File: src/rtl/sdram_frame_reader_if.sv
// Read-FIFO pop port and pixel stream of the SDRAM frame reader.
// master: the frame reader; slave: the FIFO / pixel sink side.
`timescale 1ns/1ps
interface sdram_frame_reader_if;
    logic        rd_fifo_rd_req;
    logic [15:0] rd_fifo_rd_data;
    logic [15:0] pix_data;
    logic        pix_valid;
    logic        pix_ready;
    logic        line_end;
    logic        frame_end;

    modport master (
        output rd_fifo_rd_req,
        input  rd_fifo_rd_data,
        output pix_data,
        output pix_valid,
        input  pix_ready,
        output line_end,
        output frame_end
    );

    modport slave (
        input  rd_fifo_rd_req,
        output rd_fifo_rd_data,
        input  pix_data,
        input  pix_valid,
        output pix_ready,
        input  line_end,
        input  frame_end
    );
endinterface

File: src/rtl/sdram_frame_reader.sv
// Read-side frame sequencer for the SDRAM user read port: pulses rd_rst,
// enables reads, waits a prefill time, then drains the read FIFO through a
// 2-entry skid buffer onto a valid/ready pixel stream with line/frame markers.
// Optional feature macro: RD_FRAME_ABORT_EN (frame_start during a frame
// aborts it and restarts the sequence); undefined means frame_start is ignored
// while busy.
//
// state      | meaning
// -----------+---------------------------------------------------------
// ST_IDLE    | SDRAM not initialised, everything held quiet
// ST_WAIT    | initialised, waiting for frame_start
// ST_RESET   | rd_rst high for RST_CYC cycles
// ST_PREFILL | read_valid high, PREFILL_CYC cycles before the first pop
// ST_STREAM  | popping the FIFO and streaming pixels until frame end
`timescale 1ns/1ps
module sdram_frame_reader #(
    parameter int H_PIX       = 640,
    parameter int V_LINES     = 480,
    parameter int RST_CYC     = 4,
    parameter int PREFILL_CYC = 64
) (
    input  logic                 sys_clk,
    input  logic                 sys_rst_n,
    input  logic                 init_end,
    input  logic                 frame_start,
    output logic                 rd_rst,
    output logic                 read_valid,
    output logic                 busy,
    sdram_frame_reader_if.master bus
);
    localparam int TOTAL   = H_PIX * V_LINES;
    localparam int REQ_W   = $clog2(TOTAL + 1);
    localparam int TMR_MAX = (RST_CYC > PREFILL_CYC) ? RST_CYC : PREFILL_CYC;
    localparam int TMR_W   = (TMR_MAX > 1) ? $clog2(TMR_MAX) : 1;
    localparam int XW      = (H_PIX > 1) ? $clog2(H_PIX) : 1;
    localparam int YW      = (V_LINES > 1) ? $clog2(V_LINES) : 1;

    localparam logic [2:0] ST_IDLE    = 3'd0;
    localparam logic [2:0] ST_WAIT    = 3'd1;
    localparam logic [2:0] ST_RESET   = 3'd2;
    localparam logic [2:0] ST_PREFILL = 3'd3;
    localparam logic [2:0] ST_STREAM  = 3'd4;

    logic [2:0]       state_q, state_d;
    logic [TMR_W-1:0] tmr_q, tmr_d;
    logic [REQ_W-1:0] req_cnt_q, req_cnt_d;
    logic [XW-1:0]    x_q, x_d;
    logic [YW-1:0]    y_q, y_d;
    logic [1:0]       occ_q, occ_d;
    logic             inflight_q, inflight_d;
    logic [15:0]      buf0_q, buf0_d;
    logic [15:0]      buf1_q, buf1_d;

    logic       pix_valid;
    logic       xfer;
    logic       last_x;
    logic       last_y;
    logic       line_end;
    logic       frame_end;
    logic       credit_ok;
    logic       rd_req;
    logic       abort;
    logic [1:0] slot;
    logic [2:0] pending;

    assign pix_valid = (occ_q != 2'd0);
    assign xfer      = pix_valid & bus.pix_ready;
    assign last_x    = (x_q == XW'(H_PIX - 1));
    assign last_y    = (y_q == YW'(V_LINES - 1));
    assign line_end  = pix_valid & last_x;
    assign frame_end = line_end & last_y;

    // Words that will be held after this cycle's pop, counting the word in flight.
    assign pending   = {1'b0, occ_q} + {2'b00, inflight_q} - {2'b00, xfer};
    assign credit_ok = (pending <= 3'd1);
    assign rd_req    = init_end && (state_q == ST_STREAM) &&
                       (req_cnt_q < REQ_W'(TOTAL)) && credit_ok;

    // Buffer position the arriving word lands in, after this cycle's pop.
    assign slot = occ_q - {1'b0, xfer};

    assign rd_rst     = (state_q == ST_RESET);
    assign read_valid = (state_q == ST_PREFILL) || (state_q == ST_STREAM);
    assign busy       = rd_rst || read_valid;

`ifdef RD_FRAME_ABORT_EN
    assign abort = frame_start & busy;
`else
    assign abort = 1'b0;
`endif

    assign bus.rd_fifo_rd_req = rd_req;
    assign bus.pix_data       = buf0_q;
    assign bus.pix_valid      = pix_valid;
    assign bus.line_end       = line_end;
    assign bus.frame_end      = frame_end;

    // Next-state: sequencing FSM, skid buffer and pixel/request counters.
    always_comb begin
        state_d    = state_q;
        tmr_d      = tmr_q;
        req_cnt_d  = req_cnt_q;
        x_d        = x_q;
        y_d        = y_q;
        buf0_d     = buf0_q;
        buf1_d     = buf1_q;
        inflight_d = rd_req;
        occ_d      = slot + {1'b0, inflight_q};

        if (xfer) begin
            buf0_d = buf1_q;
        end
        if (inflight_q) begin
            if (slot == 2'd0) begin
                buf0_d = bus.rd_fifo_rd_data;
            end else begin
                buf1_d = bus.rd_fifo_rd_data;
            end
        end

        if (rd_req) begin
            req_cnt_d = req_cnt_q + REQ_W'(1);
        end

        if (xfer) begin
            if (last_x) begin
                x_d = '0;
                y_d = last_y ? '0 : y_q + YW'(1);
            end else begin
                x_d = x_q + XW'(1);
            end
        end

        case (state_q)
            ST_IDLE: begin
                if (init_end) begin
                    state_d = ST_WAIT;
                end
            end
            ST_WAIT: begin
                if (frame_start) begin
                    state_d   = ST_RESET;
                    tmr_d     = TMR_W'(RST_CYC - 1);
                    req_cnt_d = '0;
                    x_d       = '0;
                    y_d       = '0;
                end
            end
            ST_RESET: begin
                if (tmr_q == '0) begin
                    state_d = ST_PREFILL;
                    tmr_d   = TMR_W'(PREFILL_CYC - 1);
                end else begin
                    tmr_d = tmr_q - TMR_W'(1);
                end
            end
            ST_PREFILL: begin
                if (tmr_q == '0) begin
                    state_d = ST_STREAM;
                end else begin
                    tmr_d = tmr_q - TMR_W'(1);
                end
            end
            ST_STREAM: begin
                if (xfer && frame_end) begin
                    state_d = ST_WAIT;
                end
            end
            default: state_d = ST_IDLE;
        endcase

        // Abort restarts the sequence; the word still in flight is dropped.
        if (abort) begin
            state_d    = ST_RESET;
            tmr_d      = TMR_W'(RST_CYC - 1);
            req_cnt_d  = '0;
            x_d        = '0;
            y_d        = '0;
            occ_d      = 2'd0;
            inflight_d = 1'b0;
            buf0_d     = '0;
            buf1_d     = '0;
        end

        if (!init_end) begin
            state_d    = ST_IDLE;
            tmr_d      = '0;
            req_cnt_d  = '0;
            x_d        = '0;
            y_d        = '0;
            occ_d      = 2'd0;
            inflight_d = 1'b0;
            buf0_d     = '0;
            buf1_d     = '0;
        end
    end

    // State registers with asynchronous active-low reset.
    always_ff @(posedge sys_clk or negedge sys_rst_n) begin
        if (!sys_rst_n) begin
            state_q    <= ST_IDLE;
            tmr_q      <= '0;
            req_cnt_q  <= '0;
            x_q        <= '0;
            y_q        <= '0;
            occ_q      <= 2'd0;
            inflight_q <= 1'b0;
            buf0_q     <= '0;
            buf1_q     <= '0;
        end else begin
            state_q    <= state_d;
            tmr_q      <= tmr_d;
            req_cnt_q  <= req_cnt_d;
            x_q        <= x_d;
            y_q        <= y_d;
            occ_q      <= occ_d;
            inflight_q <= inflight_d;
            buf0_q     <= buf0_d;
            buf1_q     <= buf1_d;
        end
    end
endmodule

File: src/flat_wrapper.sv
// flat-port wrapper written by rule: the top's interface ports become plain ports
module sdram_frame_reader_flat 
#(
    parameter int H_PIX       = 640,
    parameter int V_LINES     = 480,
    parameter int RST_CYC     = 4,
    parameter int PREFILL_CYC = 64
)
  (sys_clk, sys_rst_n, init_end, frame_start, rd_rst, read_valid, busy, bus_rd_fifo_rd_req, bus_rd_fifo_rd_data, bus_pix_data, bus_pix_valid, bus_pix_ready, bus_line_end, bus_frame_end);
  sdram_frame_reader_if bus_i ();
  input  logic sys_clk;
  input  logic sys_rst_n;
  input  logic init_end;
  input  logic frame_start;
  output logic rd_rst;
  output logic read_valid;
  output logic busy;
  output wire logic [$bits(bus_i.rd_fifo_rd_req)-1:0] bus_rd_fifo_rd_req;
  input wire logic [$bits(bus_i.rd_fifo_rd_data)-1:0] bus_rd_fifo_rd_data;
  output wire logic [$bits(bus_i.pix_data)-1:0] bus_pix_data;
  output wire logic [$bits(bus_i.pix_valid)-1:0] bus_pix_valid;
  input wire logic [$bits(bus_i.pix_ready)-1:0] bus_pix_ready;
  output wire logic [$bits(bus_i.line_end)-1:0] bus_line_end;
  output wire logic [$bits(bus_i.frame_end)-1:0] bus_frame_end;
  assign bus_rd_fifo_rd_req = bus_i.rd_fifo_rd_req;
  assign bus_i.rd_fifo_rd_data = bus_rd_fifo_rd_data;
  assign bus_pix_data = bus_i.pix_data;
  assign bus_pix_valid = bus_i.pix_valid;
  assign bus_i.pix_ready = bus_pix_ready;
  assign bus_line_end = bus_i.line_end;
  assign bus_frame_end = bus_i.frame_end;
  sdram_frame_reader #(.H_PIX(H_PIX), .V_LINES(V_LINES), .RST_CYC(RST_CYC), .PREFILL_CYC(PREFILL_CYC)) u_core (.sys_clk(sys_clk), .sys_rst_n(sys_rst_n), .init_end(init_end), .frame_start(frame_start), .rd_rst(rd_rst), .read_valid(read_valid), .busy(busy), .bus(bus_i));
endmodule
File: config.mk
export PLATFORM = sky130hd
export DESIGN_NAME = sdram_frame_reader_flat
export DESIGN_NICKNAME = d
export VERILOG_FILES = /design/src/rtl/sdram_frame_reader_if.sv /design/src/rtl/sdram_frame_reader.sv /design/src/flat_wrapper.sv
export SDC_FILE = /design/constraint.sdc
export NUM_CORES = 1
export LEC_CHECK = 0
export CAP_MARGIN = 25
export CELL_PAD_IN_SITES_DETAIL_PLACEMENT = 0
export CELL_PAD_IN_SITES_GLOBAL_PLACEMENT = 1
export CORE_MARGIN = 2
export CORE_UTILIZATION = 47
export CTS_BUF_LIST = sky130_fd_sc_hd__clkbuf_4 sky130_fd_sc_hd__clkbuf_8
export DETAILED_ROUTE_END_ITERATION = 7
export PLACE_DENSITY_LB_ADDON = 0.3
export SLEW_MARGIN = 5
export SYNTH_ARGS = -nofsm -noshare
export SYNTH_HDL_FRONTEND = slang
export SYNTH_SLANG_ARGS = --single-unit
File: constraint.sdc
create_clock -name sys_clk -period 3.4 [get_ports sys_clk]
set_input_delay 0.68 -clock sys_clk [delete_from_list [all_inputs] [get_ports sys_clk]]
set_output_delay 0.68 -clock sys_clk [all_outputs]
set_load 0.01 [all_outputs]
* Yosys cells after proc, flatten, opt, wreduce, memory -nomap -nowiden
Index checks and enable logic that the tools add are counted.
Storage, ports and cells: flip-flop bits (word level) 82, word-level logic and storage cells 84
Operators by class: add/subtract/negate cells 8, $lt $le $gt $ge 2, eq/ne operators 14, multiplexer cells 35, bitwise operators 3, reductions and logical operators 13
Operator list (number):
- $mux W16 | 7
- $mux W19 | 4
- $mux W9 | 6
- $mux W10 | 5
- $mux W6 | 4
- $add A19 B1 Y19 const B | 1
- $lt A19 B19 Y1 const B | 1
- $pmux W6 S3 | 1
- $mux W3 | 5
- $ne A3 B3 Y1 const B | 5
- $pmux W3 S5 | 1
- $add A10 B1 Y10 const B | 1
- $eq A10 B10 Y1 const B | 1
- $add A9 B1 Y9 const B | 1
- $eq A9 B9 Y1 const B | 1
- $eq A3 B2 Y1 const B | 2
- $logic_not A6 Y1 | 1
- $sub A6 B1 Y6 const B | 1
- $logic_and A1 B1 Y1 | 4
- $ne A4 B1 Y1 const B | 1
- $reduce_and A4 Y1 | 1
- $add A2 B1 Y3 | 1
- $and A1 B1 Y1 | 3
- $eq A3 B1 Y1 const B | 1
- 15 further kinds | 16

* Logic depth before layout (Yosys ltp)
depth after elaboration 9, gate-level depth with buffers 12, depth with buffers taken out 10

* Least setup slack after synthesis
OpenSTA, ideal clock, no wires.
path type input -> output, from input bus_pix_ready, to output bus_rd_fifo_rd_req, data arrival time 2.343 ns, path slack 0.377 ns, stages 10, cells stage by stage nor2b_1 > or2_2 > ha_1 > inv_1 > fa_1 > xnor2_1 > o2111ai_1 > buf_2 > buf_2 > inv_1
Between the ends: word-level cells in the longest chain between the ends 4
Ends and longest elaborated chain:
- start: declaration | line flat_wrapper.sv:22 | input wire logic [$bits(bus_i.pix_ready)-1:0] bus_pix_ready;
- $and A1 B1 Y1 | line sdram_frame_reader.sv:67 | assign xfer = pix_valid & bus.pix_ready;
- $sub A3 B1 Y3 | line sdram_frame_reader.sv:74 | assign pending = {1'b0, occ_q} + {2'b00, inflight_q} - {2'b00, xfer};
- $le A3 B1 Y1 | line sdram_frame_reader.sv:75 | assign credit_ok = (pending <= 3'd1);
- $logic_and A1 B1 Y1 | line sdram_frame_reader.sv:77 | (req_cnt_q < REQ_W'(TOTAL)) && credit_ok;
- end: declaration | line flat_wrapper.sv:18 | output wire logic [$bits(bus_i.rd_fifo_rd_req)-1:0] bus_rd_fifo_rd_req;
Every way passes these cells.

* Worst setup path after layout
from register u_core.occ_q[0], to output bus_rd_fifo_rd_req
Between the ends: word-level cells in the longest chain between the ends 5, elaborated cells between the ends (all ways) 6, classes of those cells 2 x add/sub; 1 x order compare; 1 x bitwise; 2 x reduce/logical
Ends and longest elaborated chain:
- start: declaration | line sdram_frame_reader.sv:49 | logic [1:0] occ_q, occ_d;
- start signal: assignment | line sdram_frame_reader.sv:206 | occ_q <= 2'd0;
- start signal: assignment | line sdram_frame_reader.sv:216 | occ_q <= occ_d;
- parallel branches: the longest is 2 deep, another holds $add A2 B1 Y3
- $sub A3 B1 Y3 (*) | line sdram_frame_reader.sv:74
- $le A3 B1 Y1 (*) | line sdram_frame_reader.sv:75
- $logic_and A1 B1 Y1 (*) | line sdram_frame_reader.sv:77
Every way passes the cells marked *.

==> results by group <==
Logic synthesis
  • EDFF count, synth: 0
  • Ys flop type: dfrtp_1
  • Cells after synthesis: 442
  • Cell taking the most area after synthesis: dfrtp_1
  • Top post-synthesis cells by area: dfrtp_1 (46%), a311oi_2 (5.4%), mux2i_1 (4.9%)
  • Synth Cell Area: 0.00448 sq mm
  • Post-Syn Area per Cell: 10.1 sq um
  • Sequential share of the synthesized area: 0.458
  • Distinct cells, synth: 61
  • Share of the synthesized area in the top cell type: 0.458
  • Mapped Nets: 472
  • Number of warning messages in the yosys log: 0
  • Ys async rst share: 1.00
  • Yosys reg bits: 82

STA
  • Setup ws final: 216 ps
  • Pin slew with the least headroom to its limit: 709 ps
  • Pins Over Slew Limit: 0
  • Final worst path period need: 3180 ps
  • Hold Vio Cnt, Final: 0
  • Setup violators final: 0
  • RSZ-0062 raised after global routing: no
  • Max Clock Freq: 0.314 GHz
  • Final setup TNS: 0 ps
  • Slew headroom: 0.526
  • Skew final: 12.2 ps
  • Crit share post-route: 0.936

Die
  • # IOs: 44
  • Starting Density: 0.485
  • Die ar.: 0.0103 sq mm
  • Die Wd: 102 microns
  • Die Span Y: 102 microns
  • Std cell rows: 35
  • Core area: 0.00924 sq mm

Routing
  • Post-route ant nets: 0
  • Pre-antenna DRT Iters: 5
  • DRT Wirelength: 10,400 microns
  • DR WL/cell: 16.7 microns
  • Vias: 3,616
  • Initial DRC Count: 211
  • # DRC: 0
  • Vias per inst: 5.82

Hold path
  • HP Class: in -> async

Critical path
  • Critical path arrival: 2500 ps
  • Reg-to-reg setup timing slack: 710 ps
  • Crit path cell chain: nand3b_2 -> inv_2 -> or2_2 -> ha_1 -> inv_1 -> fa_1 -> xnor2_2 -> o2111ai_2 -> inv_1 -> dlygate4sd2_1
  • Crit-path max cell delay: 420 ps
  • CP Class: reg -> out
  • Crit Reg-Reg Startpoint: u_core.occ_q[0]
  • CP max FO: 5
  • Most Frequent Cell on Critical Path: inv_1
  • CP Capture Type: output port
  • CP max-delay cell: dfrtp_1
  • Data required, critical path: 2720 ps
  • Startpoint Class: flop
  • Worst setup path startpoint: u_core.occ_q[0]

Run
  • Max cap viols: 0

Cells and area
  • Share of post-route cells with drive strength above 1: 0.144
  • Synth-to-layout area growth: 18.3%
  • Most common cell after layout, fill and taps aside: dfrtp_1
  • Antenna diodes: 0
  • Final Cell Area: 0.00530 sq mm
  • Most frequent cells in the layout: dfrtp_1 (82), nor2_1 (52), nand2_1 (42)
  • Nets: 517

Global routing
  • Total gr overflow: 0
  • Initial antenna violation count: 0
  • First-pass GRT wire length: 17,600 microns
  • Vias in the first global route: 3,617
  • Tot GR Track Use: 0.215
  • Largest net degree at the start of global routing: 52

Placement
  • Buffers on Ports: 43
  • Post-DP Area: 0.00505 sq mm
  • DP HPWL: 6760 microns
  • Pre-CTS setup slack: -411 ps
  • GP Congestion: 0.769

Power and ir drop
  • Leak Pwr: 2.33 nW
  • PD cells: 402 mW/mm^2
  • Maximum vdd drop: 0.000187 V

Clock tree
  • Clk sinks: 82
  • Bufs on Longest Clock Path: 2
  • CTS buffer count: 9
  • # hold bufs at CTS: 0
  • TritonCTS clock tree: done
  • CTS root buf: clkbuf_8
  • Skew-Pair Late Insertion Delay: 350 ps
  • Worst-path clk slew: 90 ps
  • CTS H-tree depth: 3

Status
  • Status: finished clean
==> state kept, by name, summed over array words and instances (netlist names) <==
name                 count
u_core.inflight_q        1
u_core.x_q              10
u_core.tmr_q             6
u_core.req_cnt_q        19
u_core.bus.pix_data     16
u_core.buf1_q           16
u_core.y_q               9
u_core.occ_q             2
u_core.state_q           3
==> kinds of logic (layout without fill, tap and decap cells) <==
kind of cell / after synthesis / count (layout) / share of synthesized area
and+or+nand+nor: 197 / 197 / 0.235
AOI/OAI and AO/OA: 85 / 85 / 0.167
DFF: 82 / 82 / 0.458
buffers and inverters: 34 / 84 / 0.0377
muxes: 24 / 24 / 0.0542
xor gates and xnor gates: 11 / 11 / 0.0215
adders and majority gates: 9 / 9 / 0.0268
==> power breakdown <==
part	switching (mW)	internal [mW]
logic	0.141	0.103
registers	0.0309	0.995
clock network	0.357	0.504
total	0.529	1.60
==> through the flow <==
stage          std cells   util  power [mW]  hold slack, ps
2_1_floorplan        442      -        1.19             384
3_3_place_gp         605  0.546        1.29             505
3_5_place_dp         605  0.546        1.29             517
4_1_cts              621  0.574        2.15             360
5_1_grt              621  0.574        2.22             394
6_report             621  0.574        2.13             339
==> critical path: cells and delay by family (launching register included) <==
kind	cells	cell delay, ps
buffers and inverters	4	460
adder cells (fa/ha/maj)	2	540
AND/OR/NAND/NOR	2	350
AO/OA/AOI/OAI	1	170
XOR/XNOR	1	220
flip-flops	1	420
==> timing repair <==
action,in CTS,in global routing
endpoints found under the setup margin,1,0
gates resized for setup,6,0
buffers inserted,0,0
==> worst paths after layout <==
check	end	depth (start not counted)
max	bus_rd_fifo_rd_req	10
min	u_core.req_cnt_q[3]	1
max reg2reg	u_core.req_cnt_q[10]	11
min reg2reg	u_core.buf1_q[0]	2
max in group asynchronous	u_core.y_q[6]	2
min in group sys_clk	u_core.buf1_q[0]	2
==> area by class of cell <==
cell class	instances	area (sq um)
Fill cell	847	3940
Multi-Input combinational cell	326	2270
Sequential cell	82	2050
Timing Repair Buffer	57	533
Tap cell	129	161
Clock buffer	11	139
Clock inverter	5	103
Inverter	11	41.3
==> synth_stat cells (3+ instances only) <==
library cell,instances
xor2_1,8
o211ai_1,5
nor4_1,3
nand3_1,33
inv_1,10
a31oi_1,4
dfrtp_1,82
ha_1,8
a21oi_1,17
or3_1,10
o21ai_0,11
buf_6,4
buf_2,6
and3_1,6
or2_2,3
nand4_1,7
nor2_1,52
mux2i_1,22
or4_1,10
o21a_1,3
clkbuf_1,12
and4_1,5
o31ai_1,7
xnor2_1,3
a311oi_2,16
a31o_2,3
nor3_1,3
nor2b_1,5
nand2_1,42
==> metal layers <==
| metal | wire [microns] | track usage |
|---|---|---|
| met1 | 4830 | 0.289 |
| met2 | 5020 | 0.349 |
| met3 | 350 | 0.0435 |
| met4 | 168 | 0.0707 |
| met5 | 0 | 0 |
(Power assumes the default switching activity.)
